## src/rtl/udm_bus_arb.sv

```systemverilog
// udm_bus_arb: two-master round-robin arbiter onto one system-bus slave, read IDs tracked in a FIFO.
// One registered grant cycle per command, ack/resp combinational; reads held while the ID FIFO is full.
module udm_bus_arb #(
  parameter int RD_OUTSTANDING = 4,
  parameter int HRESET_CLR     = 1
) (
  input  logic        clk_i,
  input  logic        rst_i,
  input  logic        hreset_i,
  input  logic        m0_req_i,
  input  logic        m0_we_i,
  input  logic [31:0] m0_addr_bi,
  input  logic [3:0]  m0_be_bi,
  input  logic [31:0] m0_wdata_bi,
  output logic        m0_ack_o,
  output logic        m0_resp_o,
  output logic [31:0] m0_rdata_bo,
  input  logic        m1_req_i,
  input  logic        m1_we_i,
  input  logic [31:0] m1_addr_bi,
  input  logic [3:0]  m1_be_bi,
  input  logic [31:0] m1_wdata_bi,
  output logic        m1_ack_o,
  output logic        m1_resp_o,
  output logic [31:0] m1_rdata_bo,
  output logic        s_req_o,
  output logic        s_we_o,
  output logic [31:0] s_addr_bo,
  output logic [3:0]  s_be_bo,
  output logic [31:0] s_wdata_bo,
  input  logic        s_ack_i,
  input  logic        s_resp_i,
  input  logic [31:0] s_rdata_bi,
  output logic        busy_o
);

  localparam int CW = $clog2(RD_OUTSTANDING) + 1;
  localparam logic [1:0] IDLE = 2'd0;
  localparam logic [1:0] GNT0 = 2'd1;
  localparam logic [1:0] GNT1 = 2'd2;

  logic [1:0]    state, state_nxt;
  logic          prio, prio_nxt;
  logic          err;
  logic          flush, gnt, sel;
  logic          g_req, g_we, other_req;
  logic [31:0]   g_addr, g_wdata;
  logic [3:0]    g_be;
  logic          stall, accept, push, pop_vld;
  logic          fifo_full, fifo_empty, head_id;
  logic [CW-1:0] fifo_cnt;

  assign flush = (HRESET_CLR != 0) && hreset_i;
  assign gnt   = (state != IDLE);
  assign sel   = (state == GNT1);

  assign g_req     = sel ? m1_req_i    : m0_req_i;
  assign g_we      = sel ? m1_we_i     : m0_we_i;
  assign g_addr    = sel ? m1_addr_bi  : m0_addr_bi;
  assign g_be      = sel ? m1_be_bi    : m0_be_bi;
  assign g_wdata   = sel ? m1_wdata_bi : m0_wdata_bi;
  assign other_req = sel ? m0_req_i    : m1_req_i;

  // A same-cycle pop frees a slot, so a read may be pushed even when full.
  assign pop_vld = s_resp_i & ~fifo_empty;
  assign stall   = fifo_full & ~pop_vld & ~g_we;

  assign s_req_o    = gnt & g_req & ~stall;
  assign s_we_o     = gnt & g_we;
  assign s_addr_bo  = gnt ? g_addr  : '0;
  assign s_be_bo    = gnt ? g_be    : '0;
  assign s_wdata_bo = gnt ? g_wdata : '0;

  assign accept   = s_req_o & s_ack_i;
  assign push     = accept & ~g_we;
  assign m0_ack_o = accept & ~sel;
  assign m1_ack_o = accept & sel;

  assign m0_resp_o   = pop_vld & ~head_id;
  assign m1_resp_o   = pop_vld & head_id;
  assign m0_rdata_bo = m0_resp_o ? s_rdata_bi : '0;
  assign m1_rdata_bo = m1_resp_o ? s_rdata_bi : '0;

  assign busy_o = gnt | (fifo_cnt != '0);

  always_comb begin
    state_nxt = state;
    prio_nxt  = prio;
    case (state)
      IDLE: begin
        if (m0_req_i && m1_req_i) state_nxt = prio ? GNT1 : GNT0;
        else if (m0_req_i)        state_nxt = GNT0;
        else if (m1_req_i)        state_nxt = GNT1;
      end
      GNT0, GNT1: begin
        // Grant stays locked until accept; then hand straight over if the other master waits.
        if (accept) begin
          prio_nxt  = ~sel;
          state_nxt = other_req ? (sel ? GNT0 : GNT1) : IDLE;
        end else if (!g_req) begin
          state_nxt = IDLE;
        end
      end
      default: state_nxt = IDLE;
    endcase
  end

  always_ff @(posedge clk_i or posedge rst_i) begin
    if (rst_i) begin
      state <= IDLE;
      prio  <= 1'b0;
    end else if (flush) begin
      state <= IDLE;
      prio  <= 1'b0;
    end else begin
      state <= state_nxt;
      prio  <= prio_nxt;
    end
  end

  // Response with no read outstanding is a protocol error; sticky until rst_i.
  always_ff @(posedge clk_i or posedge rst_i) begin
    if (rst_i)                      err <= 1'b0;
    else if (s_resp_i & fifo_empty) err <= 1'b1;
  end

  udm_fifo #(.W(1), .DEPTH(RD_OUTSTANDING)) u_fifo (
    .clk      (clk_i),
    .rst      (rst_i),
    .flush    (flush),
    .push     (push),
    .push_dat (sel),
    .pop      (s_resp_i),
    .pop_dat  (head_id),
    .count    (fifo_cnt),
    .full     (fifo_full),
    .empty    (fifo_empty)
  );

endmodule

// udm_fifo: small generic FIFO with registered pointers and a synchronous flush.
// Head data combinational; push while full is dropped unless a pop frees the slot in the same cycle.
module udm_fifo #(
  parameter int W     = 1,
  parameter int DEPTH = 4
) (
  input  logic                     clk,
  input  logic                     rst,
  input  logic                     flush,
  input  logic                     push,
  input  logic [W-1:0]             push_dat,
  input  logic                     pop,
  output logic [W-1:0]             pop_dat,
  output logic [$clog2(DEPTH):0]   count,
  output logic                     full,
  output logic                     empty
);

  localparam int AW = $clog2(DEPTH);
  localparam logic [AW:0] FULL_CNT = (AW+1)'(DEPTH);
  localparam logic [AW:0] ONE      = (AW+1)'(1);

  logic [W-1:0]  mem [DEPTH];
  logic [AW-1:0] wr_ptr, rd_ptr;
  logic          push_ok, pop_ok;

  assign full    = (count == FULL_CNT);
  assign empty   = (count == '0);
  assign pop_ok  = pop & ~empty;
  assign push_ok = push & (~full | pop_ok);
  assign pop_dat = mem[rd_ptr];

  always_ff @(posedge clk or posedge rst) begin
    if (rst) begin
      wr_ptr <= '0;
      rd_ptr <= '0;
      count  <= '0;
    end else if (flush) begin
      wr_ptr <= '0;
      rd_ptr <= '0;
      count  <= '0;
    end else begin
      if (push_ok) wr_ptr <= wr_ptr + AW'(1);
      if (pop_ok)  rd_ptr <= rd_ptr + AW'(1);
      if (push_ok && !pop_ok)      count <= count + ONE;
      else if (pop_ok && !push_ok) count <= count - ONE;
    end
  end

  always_ff @(posedge clk) begin
    if (push_ok && !flush) mem[wr_ptr] <= push_dat;
  end

endmodule

```

## config.mk

```make
export PLATFORM = sky130hd
export DESIGN_NAME = udm_bus_arb
export DESIGN_NICKNAME = d
export VERILOG_FILES = /design/src/rtl/udm_bus_arb.sv
export SDC_FILE = /design/constraint.sdc
export NUM_CORES = 1
export LEC_CHECK = 0
export CAP_MARGIN = 10
export CORE_AREA = 4 4 120 122
export CTS_CLUSTER_DIAMETER = 50
export DETAILED_ROUTE_END_ITERATION = 16
export DIE_AREA = 0 0 124 126
export GPL_TIMING_DRIVEN = 0
export PLACE_DENSITY = 0.74
export SLEW_MARGIN = 0
export SYNTH_ARGS = -nofsm -noshare
export SYNTH_HDL_FRONTEND = slang
export SYNTH_SLANG_ARGS = --single-unit
```

## constraint.sdc

```tcl
create_clock -name clk_i -period 5.6 [get_ports clk_i]
set_input_delay 1.12 -clock clk_i [delete_from_list [all_inputs] [get_ports clk_i]]
set_output_delay 1.12 -clock clk_i [all_outputs]
set_load 0.02 [all_outputs]
```

### After elaboration in Yosys (flattened, before gate mapping)

Memories as Yosys holds them, arrays and structs flattened.
Cells that the tools add are included.

* memories: 1
* output and inout port bits: 139
* bits in registers: 10
* word-level logic and storage cells: 89
* memory bits (writable): 4
* input port bits: 177

* reduce and logical (&&, ||, !) cells: 19
* $add $sub $neg: 4
* bitwise operators: 22
* multiplexer cells: 33
* eq/ne operators: 5

Memories
* u_fifo.mem: depth 4, width 1, read ports 1, clocked after Yosys merged registers in 0, write ports 1, RTL line 164 `logic [W-1:0] mem [DEPTH];`

Operators by type and width (count)
* 32-bit 2-to-1 mux: 6
* 2-bit 2-to-1 mux: 13
* 1-bit bitwise AND: 13
* 2-bit nonzero test: 5
* 3-bit 2-to-1 mux: 3
* 1-bit 2-to-1 mux: 8
* 4-bit 2-to-1 mux: 2
* 1-bit NOT: 7
* 3-bit nonzero test: 2
* 5-bit inequality test (second input constant): 1
* 2-bit by 1-bit adder with 2-bit output (second input constant): 2
* 1-bit logical AND: 4
* 4-bit inequality test (second input constant): 1
* 2-bit case mux with 2 select lines: 1
* 2-bit AND reduction: 2
* 3-bit by 1-bit adder with 3-bit output (second input constant): 1
* 3-bit == test (second input constant): 1
* 1-bit logical NOT: 3
* 3-bit logical NOT: 1
* 3-bit by 1-bit subtractor with 3-bit output (second input constant): 1
* 2-bit by 1-bit == test with 1-bit output (second input constant): 1
* 2-bit == test (second input constant): 1
* 2-bit logical NOT: 1
* 1-bit OR: 2
* 2-bit OR reduction: 1

### Longest topological paths before layout

Gate-level depths: netlist (run 1).

* word-level depth: 16
* depth in mapped cells: 11
* mapped depth without buffers: 10

### Hierarchy

A second synthesis (run 1) with hierarchy kept.

* cells, all modules: 336
* area total of the unflattened synthesis: 2529.9 sq um

By module, submodules not included
* udm_bus_arb: cells each 267, seq. area each 75.1 sq um, area each 1793.0 sq um, instances 1
* udm_fifo: cells each 69, seq. area each 295.3 sq um, area each 737.0 sq um, instances 1

### Least setup slack after synthesis (run 1)

Ideal clock, no wire load.

* kind: input -> output
* start point: input port s_resp_i
* end point: output port m0_rdata_bo[22]
* required time: 4.480 ns
* cell stages on the path: 5
* path buffers: 2
* setup slack: 2.216 ns
* arrival time: 2.264 ns
* path through: buf_2 > o31ai_1 > nor2_1 > clkbuf_1 > and2_1

* longest elaborated chain between the ends: 3

RTL lines
* start: declaration: RTL line 32 `input logic s_resp_i,`
* 1-bit bitwise AND: RTL line 65 `assign pop_vld = s_resp_i & ~fifo_empty;`
* 1-bit bitwise AND: RTL line 79 `assign m0_resp_o = pop_vld & ~head_id;`
* named net m0_resp_o: RTL line 16 `output logic m0_resp_o,`
* 32-bit 2-to-1 mux: RTL line 81 `assign m0_rdata_bo = m0_resp_o ? s_rdata_bi : '0;`
* end: declaration: RTL line 17 `output logic [31:0] m0_rdata_bo,`

The timed path passes the listed nets, and every way through them passes these cells.

### Worst setup path in the final report (run 1)

* start point: input port s_resp_i
* end point: output port m1_rdata_bo[12]

* longest elaborated chain between the ends: 3

RTL lines
* 1-bit bitwise AND: RTL line 65
* 1-bit bitwise AND: RTL line 80 `assign m1_resp_o = pop_vld & head_id;`
* 32-bit 2-to-1 mux: RTL line 82 `assign m1_rdata_bo = m1_resp_o ? s_rdata_bi : '0;`
* end: declaration: RTL line 25 `output logic [31:0] m1_rdata_bo,`

Every way passes these cells.

==> metrics.txt, run 1 <==
sequential share of the synthesized area=0.148; Hold/Removal Path Class=reg -> reg; CP Class=in -> out; Worst EP arrival=3080 ps; antenna-violating nets left=0; Commonest cells post-synth=nor2_1 (77), mux2i_1 (73), and2_1 (40); routed len/inst=16.6 um; dpl hpwl=11800 um; EDFF count, synth=4; Final Cell Area=5940 um^2; GRT Max-Usage Layer=met2; register bit total from synthesis=14; clock slew at reported path FFs=50 ps; Starting Density=0.189; Worst Path Required=4480 ps; CP Capture Type=output pin; Root Buffer=clkbuf_16; Die Y-Extent=126 um; Cell Rows=42; area delta synth->final=138%; initial antenna violation count=0; syn avg cell area=7.49 um^2; nets@finish=837; RSZ-0062 raised after global routing=no; synthesized area=2490 um^2; ys flop type=dfrtp_1; Setup WS pre-CTS=1420 ps; vias in the first global route=3847; GR Util met2=0.298; Peak VDD IR=101 uV; H-Tree Depth=1; # diodes=0; most frequent cell after synthesis=nor2_1; Remaining Overflow, GRT=0; clock buffer depth=2; DR pass1 iterations=4; clk_skew=3.41 ps; worst-path fanout max=10; DRC=0; setup violators final=0; routability cong.=0.874; Final Hold Vio Count=0; r2r startpoint=state[0]; Initial DRC Count=174; Sink Count=14; Post-CTS Resized=0; # hold bufs at CTS=0; CP startpoint=s_resp_i; clock latency on the worst-skew pair=250 ps; status=finished, final reports clean; post-CTS setup buffers=0; Hold Path Depth=2; distinct cell type count after synthesis=43; largest net degree at the start of global routing=11; Rel. slew slack=0.490; CTS tree=built; max-slew violation count=0; vias=3616; Top-Level Pins=316; Die W=124 um; cell depth of the worst flop-to-flop path=10; leading area contributor after synthesis=mux2i_1; GR Util met1=0.184; setup ws final=1400 ps; Max Clk Rate=238 MHz; TNS Setup=0 ps; Async SR Flop Fraction=0.714; GRT Overall Usage=0.164; DP Area=5860 um^2; Slew @ Worst Pin=766 ps; Hold EP=u_fifo.rd_ptr[1]; first-pass GRT wire length=20300 um; M3 GR Usage=0.0457; Core Footprint=13200 um^2; share of cells above drive strength 1=0.0246; Tmin final=4200 ps; Yosys top cell area share=0.293; R2R Path End=u_fifo.count[1]; Startpoint Class=input pin; synthesized instance count=333; min-delay src=u_fifo.rd_ptr[1]; Syn Nets=518; synth warn=0; power per cell area=226 nW/um^2; Total Power=1340 uW; Tcrit/Tclk final=0.750; fin cells=827; routed vias/inst=4.37; leak pwr=0.00226 uW; Cells after DPL=823; top post-synthesis cells by area=mux2i_1 (29%), nor2_1 (12%), and2_1 (10%); PortBufs=314; MaxCap Viol Count=0; Die Area=15600 um^2; DRT Wirelength=13700 um; reg2reg setup slack=2510 ps; total CTS buffers=3
==> layer usage <==
metal | wire (um) | part of all wire
met5 | 0 | 0
met4 | 281 | 0.020
met3 | 1280 | 0.093
met2 | 7160 | 0.52
met1 | 5010 | 0.36
==> worst max-delay path by stage <==
| stage | to | slack, ps |
|---|---|---|
| 2_1_floorplan | m0_rdata_bo[22] | 2220 |
| 3_3_place_gp | m0_ack_o | 1460 |
| 3_5_place_dp | m1_rdata_bo[12] | 1420 |
| 4_1_cts | m1_rdata_bo[12] | 1420 |
| 5_1_grt | m1_rdata_bo[14] | 1240 |
| 6_report | m1_rdata_bo[12] | 1400 |
==> cell type report <==
class / count / area, um^2
Inverter: 9 / 33.8
Multi-Input combinational cell: 279 / 1970
Sequential cell: 14 / 370
Tap cell: 176 / 220
Clock buffer: 4 / 78.8
Fill cell: 1279 / 7250
Timing Repair Buffer: 314 / 3140
Buffer: 31 / 125
==> flip-flops by register name, indices dropped and copies added, names as in the netlist <==
register	count
state	2
prio	1
u_fifo.mem	4
u_fifo.count	3
u_fifo.wr_ptr	2
u_fifo.rd_ptr	2
==> critical path, stage by stage <==
cell and delay, ps:
buf_2 170, o31a_1 190, clkbuf_1 420, clkbuf_1 340, and3_1 220, clkdlybuf4s50_1 610
==> power breakdown <==
| group | switching [uW] | total (uW) | internal, uW |
|---|---|---|---|
| registers | 6.92 | 125 | 118 |
| logic | 554 | 1070 | 520 |
| clock network | 43.2 | 140 | 96.4 |
| total | 604 | 1340 | 735 |
==> per-stage QoR <==
step                      hold slack [ps]  utilization
after global routing                  568        0.450
after detailed placement              545        0.444
final                                 562        0.450
after floorplan                       512            -
after CTS                             557        0.450
after global placement                534        0.444
==> placed cells by master, fill, tap and decap left out, types with 2 or more instances in the layout <==
cell type	Yosys	routed
clkdlybuf4s50_1	0	314
nor2_1	77	77
mux2i_1	73	73
and2_1	40	40
and3_1	32	32
clkbuf_1	16	17
dfrtp_1	10	10
inv_1	9	9
buf_1	8	8
buf_2	7	7
ha_1	7	7
nand2_1	6	6
nand2b_1	4	4
nor3_1	4	4
edfxtp_1	4	4
a21oi_1	3	3
clkbuf_16	0	3
a211oi_1	2	2
o211ai_1	2	2
nand3_1	2	2
a221o_1	2	2
xnor2_1	2	2
==> kinds of logic after synthesis <==
| logic type | Yosys count | synth area share |
|---|---|---|
| AOI/OAI and AO/OA | 20 | 0.0602 |
| xor gates and xnor gates | 4 | 0.0196 |
| adders and majority gates | 8 | 0.0431 |
| buffers and inverters | 40 | 0.0637 |
| DFF | 14 | 0.148 |
| muxes | 75 | 0.306 |
| and+or+nand+nor | 172 | 0.359 |
Power figures use the tool's default switching activity.
==> run 2: changes to the inputs <==
Settings changed: PLACE_DENSITY 0.74 to 0.76.
Clock period 5.6 ns to 3.72 ns, I/O delays scaled along.
==> metrics.txt, run 2 (synthesis gave the netlist of run 1 again) <==
commonest non-fill, non-tap cell in the layout=clkdlybuf4s50_1; Tcrit/Tclk final=0.958; Largest Register=u_fifo.mem; DR pass1 iterations=4; routed vias/inst=4.23; most frequent cells in the layout=clkdlybuf4s50_1 (314), nor2_1 (77), mux2i_1 (73); CP Capture Type=output pin; Remaining Overflow, GRT=0; nets@finish=837; worst-path fanout max=10; CP Class=reg -> out; Final Hold Slack=553 ps; Final Hold Vio Count=0; status=finished, final reports clean; Final Cell Area=5950 um^2; power per cell area=332 nW/um^2; Worst Path Required=2980 ps; vias in the first global route=3368; cells along the critical path=inv_1, ha_1, buf_2, buf_1, mux2i_1, nor2_1, clkdlybuf4s50_1; Sink Count=14; PortBufs=314; TNS Setup=0 ps; # diodes=0; max reg flops=4; Combinational Power Share=0.799; Clk pwr share=0.105; DP Area=5860 um^2; Largest delay share family, worst path=buffers and inverters; DRC=0; Tmin final=3560 ps; GRT Overall Usage=0.139; largest net degree at the start of global routing=11; Slew @ Worst Pin=703 ps; cell depth of the worst flop-to-flop path=10; fin cells=827; Max Clk Rate=281 MHz; Cell Rows=42; Die Y-Extent=126 um; Fillers=1319; sw frac=0.441; largest registers=u_fifo.mem: 4 flops, u_fifo.count: 3 flops; vias=3498; Switching Power=872 uW; Hold/Removal Path Class=reg -> reg; routability cong.=0.796; CP max stage cell=clkdlybuf4s50_1; Hold Path Depth=2; Rel. slew slack=0.531; MaxCap Viol Count=0; internal power=1100 uW; Startpoint Class=flip-flop; share of cells above drive strength 1=0.0292; clock buffer depth=2; initial antenna violation count=0; Initial DRC Count=82; first-pass GRT wire length=17400 um; clock slew at reported path FFs=50 ps; routed len/inst=14.5 um; Worst EP arrival=2820 ps; Util after Layout=0.451; Reg power frac=0.095; post-CTS setup buffers=0; Die W=124 um; total CTS buffers=3; critical path depth=7; Cells after DPL=823; Root Buffer=clkbuf_16; Die Area=15600 um^2; # hold bufs at CTS=0; area delta synth->final=138%; Peak VDD IR=169 uV; RSZ-0062 raised after global routing=yes; clk_skew=1.15 ps; DRT Wirelength=12000 um; setup violators final=0; Core Footprint=13200 um^2; Starting Density=0.189; leak pwr=0.00227 uW; CTS tree=built; CP max stage delay=630 ps; antenna-violating nets left=0; H-Tree Depth=1; max-slew violation count=0; clock latency on the worst-skew pair=240 ps; Top-Level Pins=316; Buf/Inv on CP=4; dpl hpwl=10400 um
## run 2: cell count changes in the layout (fill, tap and decap cells not counted), sizes merged
cell | previous run | this run
buf | 15 | 12
clkbuf | 20 | 22
clkinv | 0 | 1
## run 2: worst paths after layout
check	start	to	slack, ps
worst max-delay path	state[0]	s_addr_bo[14]	160
worst min-delay path	u_fifo.rd_ptr[1]	u_fifo.rd_ptr[1]	550
worst max register to register	state[0]	u_fifo.count[1]	710
worst min register to register	u_fifo.rd_ptr[1]	u_fifo.rd_ptr[1]	550
max in group asynchronous	rst_i	state[0]	2640
min in group asynchronous	rst_i	u_fifo.rd_ptr[1]	800
## run 2: area by class of cell
class	instances	area [um^2]	area share
multi-input cells	279	1970	0.331
well taps	176	220	0.0370
clock inverters	1	3.75	0.000631
flip-flops and latches	14	370	0.0623
clock buffers	3	75.1	0.0126
inverters	9	33.8	0.00568
plain buffers	31	130	0.0219
repair buffers	314	3140	0.529
## run 2: power by group through the flow
stage	registers, uW	clock network, uW	logic (uW)
6_report	189	208	1580
4_1_cts	189	213	1600
3_3_place_gp	190	0	1590
2_1_floorplan	188	0	834
3_5_place_dp	191	0	1590
5_1_grt	190	221	1700
## run 2: repair_timing
action,4_1_cts,5_1_grt
endpoints found under the setup margin,0,39
gates resized for setup,0,4
hold endpoints to repair,0,0
## run 2: through the flow
| step | total power, uW | setup slack (ps) |
|---|---|---|
| final | 1980 | 158 |
| after global routing | 2110 | -53.1 |
| after CTS | 2000 | 55.5 |
| after detailed placement | 1790 | 179 |
| after global placement | 1780 | 191 |
| after floorplan | 1020 | 1090 |
## run 2: layer usage
metal	vias up	GRT usage	wire [um]
met5	-	0	0
met4	0	0.0432	225
met3	13	0.0480	1530
met2	200	0.260	6120
met1	1514	0.143	4070
li1	1771	-	-
## run 2: tightest hold or removal path, delay by kind of cell (launching register included)
| family | cells | cell delay (ps) |
|---|---|---|
| XOR/XNOR | 1 | 70 |
| AND/OR/NAND/NOR | 1 | 80 |
| flip-flops | 1 | 360 |
==> run 3: changes to the inputs <==
Settings changed: CORE_AREA 4 4 120 122 to 4 4 121 123, DIE_AREA 0 0 124 126 to 0 0 125 127, SYNTH_HIERARCHICAL set to 1.
==> metrics.txt, run 3 <==
most frequent cell after synthesis=nor2_1; clock buffer depth=2; EDFF count, synth=4; max reg flops=4; Die Y-Extent=127 um; area delta synth->final=137%; leading area contributor after synthesis=mux2i_1; initial antenna violation count=0; sequential share of the synthesized area=0.146; DRT Wirelength=12700 um; distinct cell type count after synthesis=41; nets@finish=842; largest net degree at the start of global routing=11; clock slew at reported path FFs=50 ps; # diodes=0; CP Class=in -> out; most frequent cells in the layout=clkdlybuf4s50_1 (315), nor2_1 (83), mux2i_1 (70); DR pass1 iterations=4; Startpoint Class=input pin; Starting Density=0.185; RSZ-0062 raised after global routing=no; Root Buffer=clkbuf_16; Initial DRC Count=50; first-pass GRT wire length=18700 um; Max Clk Rate=283 MHz; Slew @ Worst Pin=573 ps; Async SR Flop Fraction=0.714; setup ws final=192 ps; H-Tree Depth=1; dpl hpwl=11300 um; power per cell area=364 nW/um^2; Largest Register=u_fifo/mem; CP Capture Type=output pin; Setup WS pre-CTS=-112 ps; worst-path fanout max=10; CP max stage delay=620 ps; Peak VDD IR=143 uV; vias in the first global route=3591; vias=3479; Fillers=1373; TNS Setup=0 ps; Final Hold Vio Count=0; Worst EP arrival=2780 ps; largest registers=u_fifo/mem: 4 flops, u_fifo/count: 3 flops; Yosys top cell area share=0.277; total CTS buffers=3; Core Footprint=13700 um^2; routed len/inst=15.2 um; max-slew violation count=0; Syn Nets=522; PortBufs=315; Tmin final=3530 ps; CP max stage cell=clkdlybuf4s50_1; Seq. cell area=370 um^2; register bit total from synthesis=14; Sink Count=14; routed vias/inst=4.17; clock latency on the worst-skew pair=240 ps; synthesized area=2530 um^2; Most Frequent Cell on Critical Path=clkdlybuf4s50_1; CTS tree=built; Die Area=15900 um^2; clk_skew=2.04 ps; status=finished, final reports clean; DRC=0; antenna-violating nets left=0; GRT Overall Usage=0.145; Tcrit/Tclk final=0.948; Rel. slew slack=0.618; Worst Path Required=2980 ps; Die W=125 um; syn avg cell area=7.53 um^2; synth warn=6; commonest non-fill, non-tap cell in the layout=clkdlybuf4s50_1; cells along the critical path=clkdlybuf4s50_1, nand2b_1, nor2_2, clkbuf_2, and2_1, clkdlybuf4s50_1; MaxCap Viol Count=0; setup violators final=0; synthesized instance count=336; multi-input logic area=1990 um^2; Commonest cells post-synth=nor2_1 (85), mux2i_1 (70), and2_1 (65); leak pwr=0.00226 uW; Cell Rows=43; top post-synthesis cells by area=mux2i_1 (28%), and2_1 (16%), nor2_1 (13%); share of cells above drive strength 1=0.0489; Top-Level Pins=316; Remaining Overflow, GRT=0; Hold/Removal Path Class=reg -> reg; routability cong.=0.854; # hold bufs at CTS=0; ys flop type=dfrtp_1
## run 3: cell type report
| class | instances | share of cell area |
|---|---|---|
| clock buffer | 3 | 0.0125 |
| sequential | 14 | 0.0618 |
| timing repair buffer | 315 | 0.526 |
| clock inverter | 1 | 0.000626 |
| multi-input combinational | 283 | 0.332 |
| tap | 180 | 0.0376 |
| buffer | 27 | 0.0227 |
| inverter | 12 | 0.00751 |
## run 3: routing by layer
layer,vias to the layer above,routed length [um],global-route usage
li1,1760,-,-
met1,1506,4570,0.151
met2,204,6720,0.284
met3,9,1260,0.0464
met4,0,160,0.0287
met5,-,0,0
## run 3: logic make-up (layout without fill, tap and decap cells)
group	Yosys count	after routing	synth area share
and+or+nand+nor	175	175	0.350
muxes	76	76	0.311
buffers and inverters	39	358	0.0697
AOI/OAI and AO/OA	20	20	0.0658
DFF	14	14	0.146
adders and majority gates	9	9	0.0475
xor gates and xnor gates	3	3	0.0104
## run 3: worst paths after layout
kind / startpoint / endpoint / slack, ps / cells after the start
worst max-delay path: s_resp_i / m0_rdata_bo[17] / 190 / 6
worst min-delay path: u_fifo/rd_ptr[1] / u_fifo/rd_ptr[1] / 560 / 2
worst max register to register: state[0] / u_fifo/count[2] / 790 / 11
worst min register to register: u_fifo/rd_ptr[1] / u_fifo/rd_ptr[1] / 560 / 2
max in group asynchronous: rst_i / u_fifo/rd_ptr[1] / 2700 / 2
min in group asynchronous: rst_i / prio / 700 / 2
## run 3: worst max-delay path: cells and delay by family
| family | cells | cell delay [ps] |
|---|---|---|
| AND/OR/NAND/NOR | 3 | 670 |
| buffers and inverters | 3 | 1370 |
## run 3: stage by stage
stage	power, uW	hold WS, ps	std cells	util	instance area [um^2]
floorplan	1130	498	336	-	2530
global placement	1970	537	831	0.432	5910
detailed placement	1990	550	831	0.432	5910
CTS	2210	560	835	0.439	5990
global route	2320	574	835	0.439	6000
finish	2180	559	835	0.439	6000
## run 3: power by group
part	leakage [uW]	total [uW]	internal [uW]	switching (uW)
Combinational	0.00204	1760	882	878
Sequential	0.000173	215	185	29.9
Clock	0.0000385	205	142	62.7
## run 3: repair_timing
item	CTS	global route
buffers inserted	0	0
setup endpoints to repair	40	11
gates resized for setup	4	4
